`src/rtl/adc_seq_ctrl.sv`:
```
// ADC reset / calibrate / run sequencer with handshake timeouts and an error state.
// Optional build macro ADC_PERIODIC_RECAL_EN: recalibrate automatically after RECAL_PERIOD frames.
module adc_seq_ctrl #(
  parameter int unsigned RST_CYCLES    = 75,
  parameter int unsigned TIMEOUT       = 4096,
  parameter int unsigned SETTLE_CYCLES = 100,
  parameter int unsigned RECAL_PERIOD  = 1024,
  parameter int unsigned CNT_WIDTH     = 16
) (
  input  logic                 clk_28G,
  input  logic                 rst,
  input  logic                 start,
  input  logic                 stop,
  input  logic                 recal_req,
  input  logic                 err_clr,
  input  logic                 adc_ready,
  input  logic                 adc_calib_done,
  input  logic                 en_sram,
  output logic                 adc_rst_n,
  output logic                 calib_start,
  output logic                 adc_run,
  output logic [2:0]           state,
  output logic                 err,
  output logic [1:0]           err_code,
  output logic [CNT_WIDTH-1:0] frame_cnt
);

  typedef enum logic [2:0] {
    IDLE     = 3'd0,
    RESET    = 3'd1,
    WAIT_RDY = 3'd2,
    CAL_REQ  = 3'd3,
    CAL_WAIT = 3'd4,
    SETTLE   = 3'd5,
    RUN      = 3'd6,
    ERROR    = 3'd7
  } state_t;

  state_t                 cur, nxt;
  logic [CNT_WIDTH-1:0]   cnt;
  logic [1:0]             err_src, err_src_nxt;
  logic                   tmo_hit, rst_last, settle_last, recal_auto;

  // One shared counter times RESET, SETTLE and every handshake; it restarts on each state entry.
  assign tmo_hit     = (TIMEOUT != 0) && (32'(cnt) >= TIMEOUT - 1);
  assign rst_last    = (32'(cnt) + 1 >= RST_CYCLES);
  assign settle_last = (32'(cnt) + 1 >= SETTLE_CYCLES);

`ifdef ADC_PERIODIC_RECAL_EN
  assign recal_auto = (32'(frame_cnt) >= RECAL_PERIOD);
`else
  // Automatic recalibration is compiled out; RECAL_PERIOD has no effect here.
  assign recal_auto = 1'b0 && (RECAL_PERIOD != 0);
`endif

  assign state = cur;

  always_ff @(posedge clk_28G) begin
    if (rst) begin
      cur     <= IDLE;
      cnt     <= '0;
      err_src <= '0;
    end else begin
      cur     <= nxt;
      err_src <= err_src_nxt;
      if (nxt != cur)
        cnt <= '0;
      else if (cnt != '1)
        cnt <= cnt + 1'b1;
    end
  end

  always_comb begin
    nxt         = cur;
    err_src_nxt = err_src;
    case (cur)
      IDLE: begin
        if (start) nxt = RESET;
      end
      RESET: begin
        if (rst_last) nxt = WAIT_RDY;
      end
      WAIT_RDY: begin
        if (adc_ready) nxt = CAL_REQ;
        else if (tmo_hit) begin
          nxt         = ERROR;
          err_src_nxt = 2'd1;
        end
      end
      CAL_REQ: begin
        if (!adc_ready) nxt = CAL_WAIT;
        else if (tmo_hit) begin
          nxt         = ERROR;
          err_src_nxt = 2'd2;
        end
      end
      CAL_WAIT: begin
        if (adc_calib_done) nxt = SETTLE;
        else if (tmo_hit) begin
          nxt         = ERROR;
          err_src_nxt = 2'd3;
        end
      end
      SETTLE: begin
        if (settle_last) nxt = RUN;
      end
      RUN: begin
        if (stop) nxt = IDLE;
        else if (recal_req || recal_auto) nxt = CAL_REQ;
      end
      ERROR: begin
        if (err_clr) begin
          nxt         = IDLE;
          err_src_nxt = 2'd0;
        end
      end
      default: nxt = IDLE;
    endcase
  end

  // Outputs decode the settled state, so they follow each transition by one clock.
  always_ff @(posedge clk_28G) begin
    if (rst) begin
      adc_rst_n   <= 1'b1;
      calib_start <= 1'b0;
      adc_run     <= 1'b1;
      err         <= 1'b0;
      err_code    <= '0;
    end else begin
      adc_rst_n   <= (cur != RESET);
      calib_start <= (cur == CAL_REQ);
      adc_run     <= (cur != RUN);
      err         <= (cur == ERROR);
      err_code    <= (cur == ERROR) ? err_src : 2'd0;
    end
  end

  always_ff @(posedge clk_28G) begin
    if (rst)
      frame_cnt <= '0;
    else if (cur != RUN && nxt == RUN)
      frame_cnt <= '0;
    else if (cur == RUN && en_sram && frame_cnt != '1)
      frame_cnt <= frame_cnt + 1'b1;
  end

endmodule

```
`config.mk`:
```
export PLATFORM = sky130hd
export DESIGN_NAME = adc_seq_ctrl
export DESIGN_NICKNAME = d
export VERILOG_FILES = /design/src/rtl/adc_seq_ctrl.sv
export SDC_FILE = /design/constraint.sdc
export NUM_CORES = 1
export LEC_CHECK = 0
export CORE_MARGIN = 2
export CORE_UTILIZATION = 55
export DETAILED_ROUTE_END_ITERATION = 16
export GPL_ROUTABILITY_DRIVEN = 0
export HOLD_SLACK_MARGIN = 0.15
export PLACE_DENSITY = 0.76
export SYNTH_ARGS = -nofsm -noshare
export SYNTH_HDL_FRONTEND = slang
export SYNTH_SLANG_ARGS = --single-unit
```
`constraint.sdc`:
```
create_clock -name clk_28G -period 3.7 [get_ports clk_28G]
set_clock_uncertainty 0.1 [all_clocks]
set_input_delay 0.925 -clock clk_28G [delete_from_list [all_inputs] [get_ports clk_28G]]
set_output_delay 0.925 -clock clk_28G [all_outputs]
set_load 0.02 [all_outputs]
```
==> results.cfg, run 1 <==
[logic_synthesis]
syn_inst = 316
yosys-top-cells-count = nor2_1, dfxtp_1, nand2_1, nand3_1, nor3_1
synth_compound_area_share_pct = 15.1
synth_most_common_cell = nor2_1
yosys-top-cells-area = dfxtp_1, nor2_1, xnor2_1
ys.flop_type = dfxtp_1
post_synth_fa_ha_maj_area_fraction_pct = 1.86
async_flop_share_pct = 0
synth-xor-area-share_pct = 8.21
ys_warn_count = 0
synth_top_family_by_area = simple AND/OR/NAND/NOR gates
ys_seq_area_share_pct = 33.6
syn_nets = 328
synth_edf_count = 0
ys_ff_latch = 43
muxShareOfSynthArea_pct = 0.782
synthSimpleGateAreaFrac_pct = 33.4
syn_avg_cell_area_um2 = 8.11
post-synth-top-area-cell = dfxtp_1
yosysTopAreaCellShare_pct = 33.6
syn_area_um2 = 2560
synth.distinct_cells = 56

[final_layout]
multi_input_area_um2 = 1520
fin_nets = 348
syn_to_final_growth_pct = 15.5
finalInstanceArea_um2 = 2960
fillers = 383
register_area_um2 = 861
drive_gt1_share_pct = 8.61
fin_cells = 389
n_antenna_cell = 0

[worst_setup_path]
start_kind = flop
setup.worst_path.end_class = flop
path_class = flop to flop
crit_arrival_ns = 3.13
required_ns = 3.77
crit_family = compound AO/OA/AOI/OAI gates
cp_max_fo = 16
crit_slowest_cell = dfxtp_1
critPathBufInv = 1
path_cells = ha_1 > nand3_1 > or3_1 > a2111oi_2 > a32oi_1 > a31oi_2 > buf_4 > nor3_1
slowest_delay_ns = 0.53

[sta]
finalHoldViolations = 0
fmax_mhz = 326
fin_crit_ns = 3.06
setup_tns_ns = 0
maxSlewViolCount = 0
fin_crit_sh_pct = 82.8
worst_slew_pin_slew_ns = 0.739
slew_headroom_pct = 50.7
rsz0062_at_grt = no
setup_violations = 0
hold-worst-slack_ns = 0.364

[floorplanning]
placementRows = 24
initial_core_util_pct = 58.0
die-area_um2 = 5220
die-height_um = 72.2
chipWidth_um = 72.2
num_io_pins = 34
coreArea_um2 = 4410

[pwr]
pwr_density_cell_nw_per_um2 = 335
p_leak_uw = 0.000985
max-vdd-ir-drop_mv = 0.155

[cts]
postCtsHoldBufs = 0
post_cts_buffers = 0
cts-root-buf = clkbuf_8
tritoncts = yes
clock-sinks = 43
clock_path_buffers = 2
clk_pin_slew_ns = 0.08
cts-resized-gates = 0
cts_buffers = 5
clock_latency_ns = 0.30
htreeDepth = 2

[routing]
first_pass_iters = 5
routed_wl_um = 5290
wl_per_cell_um = 13.6
routed_via_density = 5.89
drc = 0
vias = 2292
ant_nets = 0
drtIter0Drc = 180

[global_routing]
grt_max_degree = 24
grt_pass1_vias = 1993
top_usage_layer = met2
grt_util_met3_pct = 5.42
antenna_found_initial = 0
grt.total_usage_pct = 21.7
use_met1_pct = 28.4
grt_use_met2_pct = 36.0
grt_overflow = 0
grt_pass1_wl_um = 9160

[flow_run]
maxCapViolCount = 0

[placed_design]
io_buffers = 33
hpwl_um = 3790
place_area_um2 = 2830
dp.cells = 381

[status]
run_status = finished, final reports clean

[hold_path]
hold_class = flop to flop
## metal layers
metal / up-vias / part of all wire [%]
li1: 1168 / -
met1: 1067 / 46
met2: 50 / 49
met3: 7 / 4.7
met4: 0 / 1.0
met5: - / 0
## layout make-up
type	instances	share of cell area (%)
clock inverters	2	2.03
inverters	7	0.888
flip-flops and latches	43	29.1
well taps	52	2.20
clock buffers	6	2.45
multi-input cells	243	51.4
repair buffers	36	11.9
## path summary, 6_finish.rpt
kind	slack, ns	depth (start not counted)	start	endpoint
worst max-delay path	0.64	8	cnt[1]	cnt[0]
worst min-delay path	0.36	1	err_src[0]	err_code[0]
worst max register to register	0.64	8	cnt[1]	cnt[0]
worst min register to register	0.36	1	err_src[0]	err_code[0]
## logic make-up after synthesis
kind of cell | count (synthesis)
AOI/OAI and AO/OA | 53
xor gates and xnor gates | 24
buffers and inverters | 30
muxes | 2
and+or+nand+nor | 160
DFF | 43
adders and majority gates | 4
## placed cells by master, fill, tap and decap left out, drive strengths merged, types with 7 or more instances in the layout
cell           instances
inv                    7
nand3                 17
a31oi                  7
xnor2                 14
nor2                  45
clkdlybuf4s50         33
xor2                  10
nand4                 10
nor3                  27
nand2                 25
o21ai                  9
a21oi                 11
dfxtp                 43
## per-stage QoR
step / utilization, % / setup slack (ns) / power, uW
final: 67.0 / 0.636 / 992
after detailed placement: 64.0 / 0.460 / 576
after floorplan: - / 0.989 / 559
after global routing: 67.0 / 0.373 / 1030
after global placement: 64.0 / 0.532 / 575
after CTS: 67.0 / 0.617 / 999
## power breakdown
group          total (uW)  switching [uW]  internal [uW]  leakage [uW]
clock                 426             157            270     0.0000654
sequential            485            16.1            469      0.000347
combinational        80.6            43.8           36.8      0.000573
## registers in the layout (all words and copies together), names as in the netlist
name	flops
err_src	2
calib_start	1
adc_rst_n	1
adc_run	1
state	3
err	1
frame_cnt	16
err_code	2
cnt	16
Power figures use the tool's default switching activity.
==> run 2: changes to the inputs <==
==> constraint.sdc (replaced) <==
create_clock -name clk_28G -period 2.9 [get_ports clk_28G]
set_clock_uncertainty 0.1 [all_clocks]
set_input_delay 0.725 -clock clk_28G [delete_from_list [all_inputs] [get_ports clk_28G]]
set_output_delay 0.725 -clock clk_28G [all_outputs]
set_load 0.02 [all_outputs]
==> run 2 against run 1 <==
Worst setup slack got worse by 0.33 ns. Utilization rose by 1.0 points. Critical path type is now flop to output pin. Cell count rose by 3.3%. Clock power fell by 14%. Largest cell class unchanged. Sequential power rose by 26%.
==> results.cfg, run 2 (synthesis gave the netlist of run 1 again) <==
[sta]
setup_violations = 0
rsz0062_at_grt = no
slew_headroom_pct = 50.9
finalHoldViolations = 0
fmax_mhz = 385
setup_tns_ns = 0
worst_slack_ns = 0.302
worst_slew_pin_slew_ns = 0.730
fin_crit_sh_pct = 89.6
fin_crit_ns = 2.60
maxSlewViolCount = 0

[global_routing]
grt_max_degree = 24
grt_pass1_wl_um = 9350
antenna_found_initial = 0
grt.total_usage_pct = 22.5
grt_overflow = 0
grt_pass1_vias = 2090

[cts]
clock-sinks = 43
cts_buffers = 5
clk_pin_slew_ns = 0.07
cts-resized-gates = 0
postCtsHoldBufs = 0
clock_path_buffers = 2
cts-root-buf = clkbuf_8
tritoncts = yes
htreeDepth = 2
post_cts_buffers = 0
clock_latency_ns = 0.29

[worst_setup_path]
path_cells = clkdlybuf4s50_1
crit_slowest_cell = dfxtp_1
required_ns = 2.08
crit_arrival_ns = 1.77
r2r_cells = 8
crit_family = flip-flops
cp_max_fo = 23
path_class = flop to output pin
setup.worst_path.end_class = output pin
critPathBufInv = 1
start_kind = flop
cp_num_cells = 1
slowest_delay_ns = 0.75

[pwr]
clkPwrFrac_pct = 33.4
pwr_density_cell_nw_per_um2 = 366
p_leak_uw = 0.00103
max-vdd-ir-drop_mv = 0.263
seqPwrFrac_pct = 55.6
netSwitchingPower_uw = 276
power_frac_comb_pct = 11.1
p_int_uw = 824
switching_share_pct = 25.1

[routing]
drtIter0Drc = 167
first_pass_iters = 4
routed_wl_um = 5600
routed_via_density = 5.93
drc = 0
wl_per_cell_um = 13.9
vias = 2382
ant_nets = 0

[floorplanning]
num_io_pins = 34
initial_core_util_pct = 58.0
chipWidth_um = 72.2
die-height_um = 72.2
placementRows = 24
coreArea_um2 = 4410
die-area_um2 = 5220

[placed_design]
io_buffers = 33
post-place-ws_ns = -0.00159
hpwl_um = 4020

[final_layout]
drive_gt1_share_pct = 11.7
fin_nets = 361
finish.utilization_pct = 68.1
final_cell_mix = nor2_1, dfxtp_1, clkdlybuf4s50_1, nand2_1
layout_commonest_cell = nor2_1
syn_to_final_growth_pct = 17.3
n_antenna_cell = 0

[flow_run]
maxCapViolCount = 0

[status]
run_status = finished, final reports clean

[hold_path]
hold_depth = 1
hold_class = flop to flop
-- run 2: path summary, 6_finish.rpt --
| check | startpoint | to | slack [ns] |
|---|---|---|---|
| min reg2reg | err_src[0] | err_code[0] | 0.36 |
| max | state[1] | state[1] | 0.30 |
| min | err_src[0] | err_code[0] | 0.36 |
| max reg2reg | cnt[0] | cnt[3] | 0.32 |
-- run 2: routing by layer --
| layer | GRT usage (%) | vias up | wire length, um |
|---|---|---|---|
| met3 | 5.00 | 5 | 270 |
| li1 | - | 1199 | - |
| met2 | 39.3 | 56 | 2740 |
| met5 | 0 | - | 0 |
| met1 | 27.7 | 1122 | 2520 |
| met4 | 6.29 | 0 | 68 |
-- run 2: final cells by class --
class / count / area (um2)
flip-flops and latches: 43 / 861
fillers: 399 / 1410
inverters: 7 / 26.3
repair buffers: 49 / 450
clock buffers: 7 / 76.3
clock inverters: 1 / 5.00
well taps: 52 / 65.1
multi-input cells: 243 / 1520
-- run 2: per-stage QoR --
step / instances / area, um2 / hold WS, ns / power [uW]
5_1_grt: 402 / 3010 / 0.395 / 1140
3_3_place_gp: 394 / 2920 / 0.341 / 745
3_5_place_dp: 394 / 2920 / 0.340 / 746
4_1_cts: 402 / 3010 / 0.358 / 1100
2_1_floorplan: 316 / 2560 / 0.331 / 713
6_report: 402 / 3010 / 0.357 / 1100
-- run 2: power by group through the flow --
stage	Combinational, uW	Clock, uW	Sequential, uW
floorplan	91.6	0	621
global placement	120	0	625
detailed placement	121	0	625
CTS	122	372	611
global route	133	394	612
finish	122	367	611
==> patch: new RTL, settings of run 2 <==
`CNT_WIDTH`: 16 -> 20.
--- a/src/rtl/adc_seq_ctrl.sv
+++ b/src/rtl/adc_seq_ctrl.sv
@@ -6,5 +6,5 @@
   parameter int unsigned SETTLE_CYCLES = 100,
   parameter int unsigned RECAL_PERIOD  = 1024,
-  parameter int unsigned CNT_WIDTH     = 16
+  parameter int unsigned CNT_WIDTH     = 20
 ) (
   input  logic                 clk_28G,
Interface: changed (resized frame_cnt); port bits go from 34 to 38. The function was not compared with the original's and may differ.
==> patch against run 2 <==
Combinational power increased by 43%. Sequential cell count increased by 8. First-iteration DRC count decreased by 1.2%. Wire length increased by 14%. Critical path depth increased by 10. Count of clock-buffer cells in the layout decreased by 1. Worst setup slack got worse by 58 ps. Largest power group unchanged. Power increased by 31%. Area after synthesis increased by 17%. Cell area increased by 19%.
==> patch: results (changes against run 2) <==
stage	metric	value	unit	change
final_layout	Layout fillers	420		+5.3%
logic_synthesis	register area share after synthesis	0.341		+0.00461
global_route	All-Layer GR Usage	0.222		-0.00242
global_route	vias in the first global route	2430		+16%
cts	clock slew at reported path FFs	100	ps	+30 ps
global_route	first-pass GRT wire length	11.1	mm	+19%
worst_setup_path	CP top delay family	compound AO/OA/AOI/OAI gates		
route	via count	2751		+15%
worst_setup_path	CP max FO	10		-57%
final_layout	fraction of layout cells with a size suffix above 1	0.0757		-0.0415
pwr	maximum vdd drop	0.288	mV	+9.4%
final_layout	Net count, final	434		+20%
worst_setup_path	CP peak stage delay	410	ps	-340 ps
logic_synthesis	synth cell count leaders	nor2_1 (60), nand2_1 (57), dfxtp_1 (51), xnor2_1 (25)		
placed_design	pre-CTS setup slack	156	ps	+158 ps
global_route	largest net degree at the start of global routing	21		-13%
logic_synthesis	synthesized net count	401		+22%
sta	relative slew slack	0.658		+0.149
worst_setup_path	highest-delay cell along the critical path	a311oi_1		
route	initial DRC count	165		-1.2%
worst_setup_path	crit path DAT	2760	ps	+990 ps
run_status	status	completed		
logic_synthesis	post-synthesis cell type count	51		-8.9%
placed_design	DPL Wire Length	4.63	mm	+15%
cts	worst-skew pair later-pin latency	310	ps	+20 ps
sta	endpoints failing hold	0		unchanged
floorplan	die width	77.8	um	+7.7%
pwr	leakage	1.38	nW	+34%
placed_design	I/O Buffers	37		+12%
logic_synthesis	main area contributors after synthesis	dfxtp_1 (34%), nor2_1 (7.5%), xnor2_1 (7.3%)		
## patch: cell types whose count changed after synthesis, sizes merged, moves of 3 or more
cell and delta:
a31oi -4, nor3 -19, nor2 +15, a2111oi +3
dfxtp +8, xnor2 +11, nand2 +32, xor2 +4
o21ai +6, nand3b +3, buf +4, mux2i +3
and3 +5, and4 +5
## patch: routing by layer
layer	up-vias	global-route usage	wire (um)
met5	-	0	0
met4	0	0.0482	53
met2	64	0.362	2870
li1	1408	-	-
met1	1275	0.309	3140
met3	4	0.0384	337
## patch: metrics by stage
stage               std cells  area [um2]  hold slack, ps
global placement          485        3460             343
detailed placement        485        3460             349
global route              493        3580             388
CTS                       493        3580             370
floorplan                 389        3000             329
finish                    493        3580             367
## patch: kinds of logic (layout without fill, tap and decap cells)
kind of cell             Yosys count  after routing  synth area share
multiplexers                       5              5            0.0167
AO/OA/AOI/OAI                     54             54             0.125
flip-flops                        51             51             0.341
AND/OR/NAND/NOR                  203            203             0.339
XOR/XNOR                          39             39             0.114
buffers and inverters             34             68            0.0522
adder cells (fa/ha/maj)            3              3            0.0125
## patch: cell type report
cell class	count	share of cell area
inverters	8	0.00839
repair buffers	52	0.138
multi-input cells	304	0.510
flip-flops and latches	51	0.285
clock inverters	2	0.0108
well taps	70	0.0245
clock buffers	6	0.0231
## patch: power by group through the flow
stage / combinational, mW / clock, mW / sequential (mW)
floorplan: 0.100 / 0 / 0.751
finish: 0.174 / 0.527 / 0.734
CTS: 0.172 / 0.541 / 0.734
detailed placement: 0.171 / 0 / 0.750
global route: 0.192 / 0.562 / 0.738
global placement: 0.170 / 0 / 0.750
## patch: worst paths after layout
kind | startpoint | endpoint | slack (ps) | cells past startpoint
max | cnt[0] | cnt[18] | 240 | 11
min | err_src[1] | err_code[1] | 370 | 1
max reg2reg | cnt[0] | cnt[18] | 240 | 11
min reg2reg | err_src[1] | err_code[1] | 370 | 1
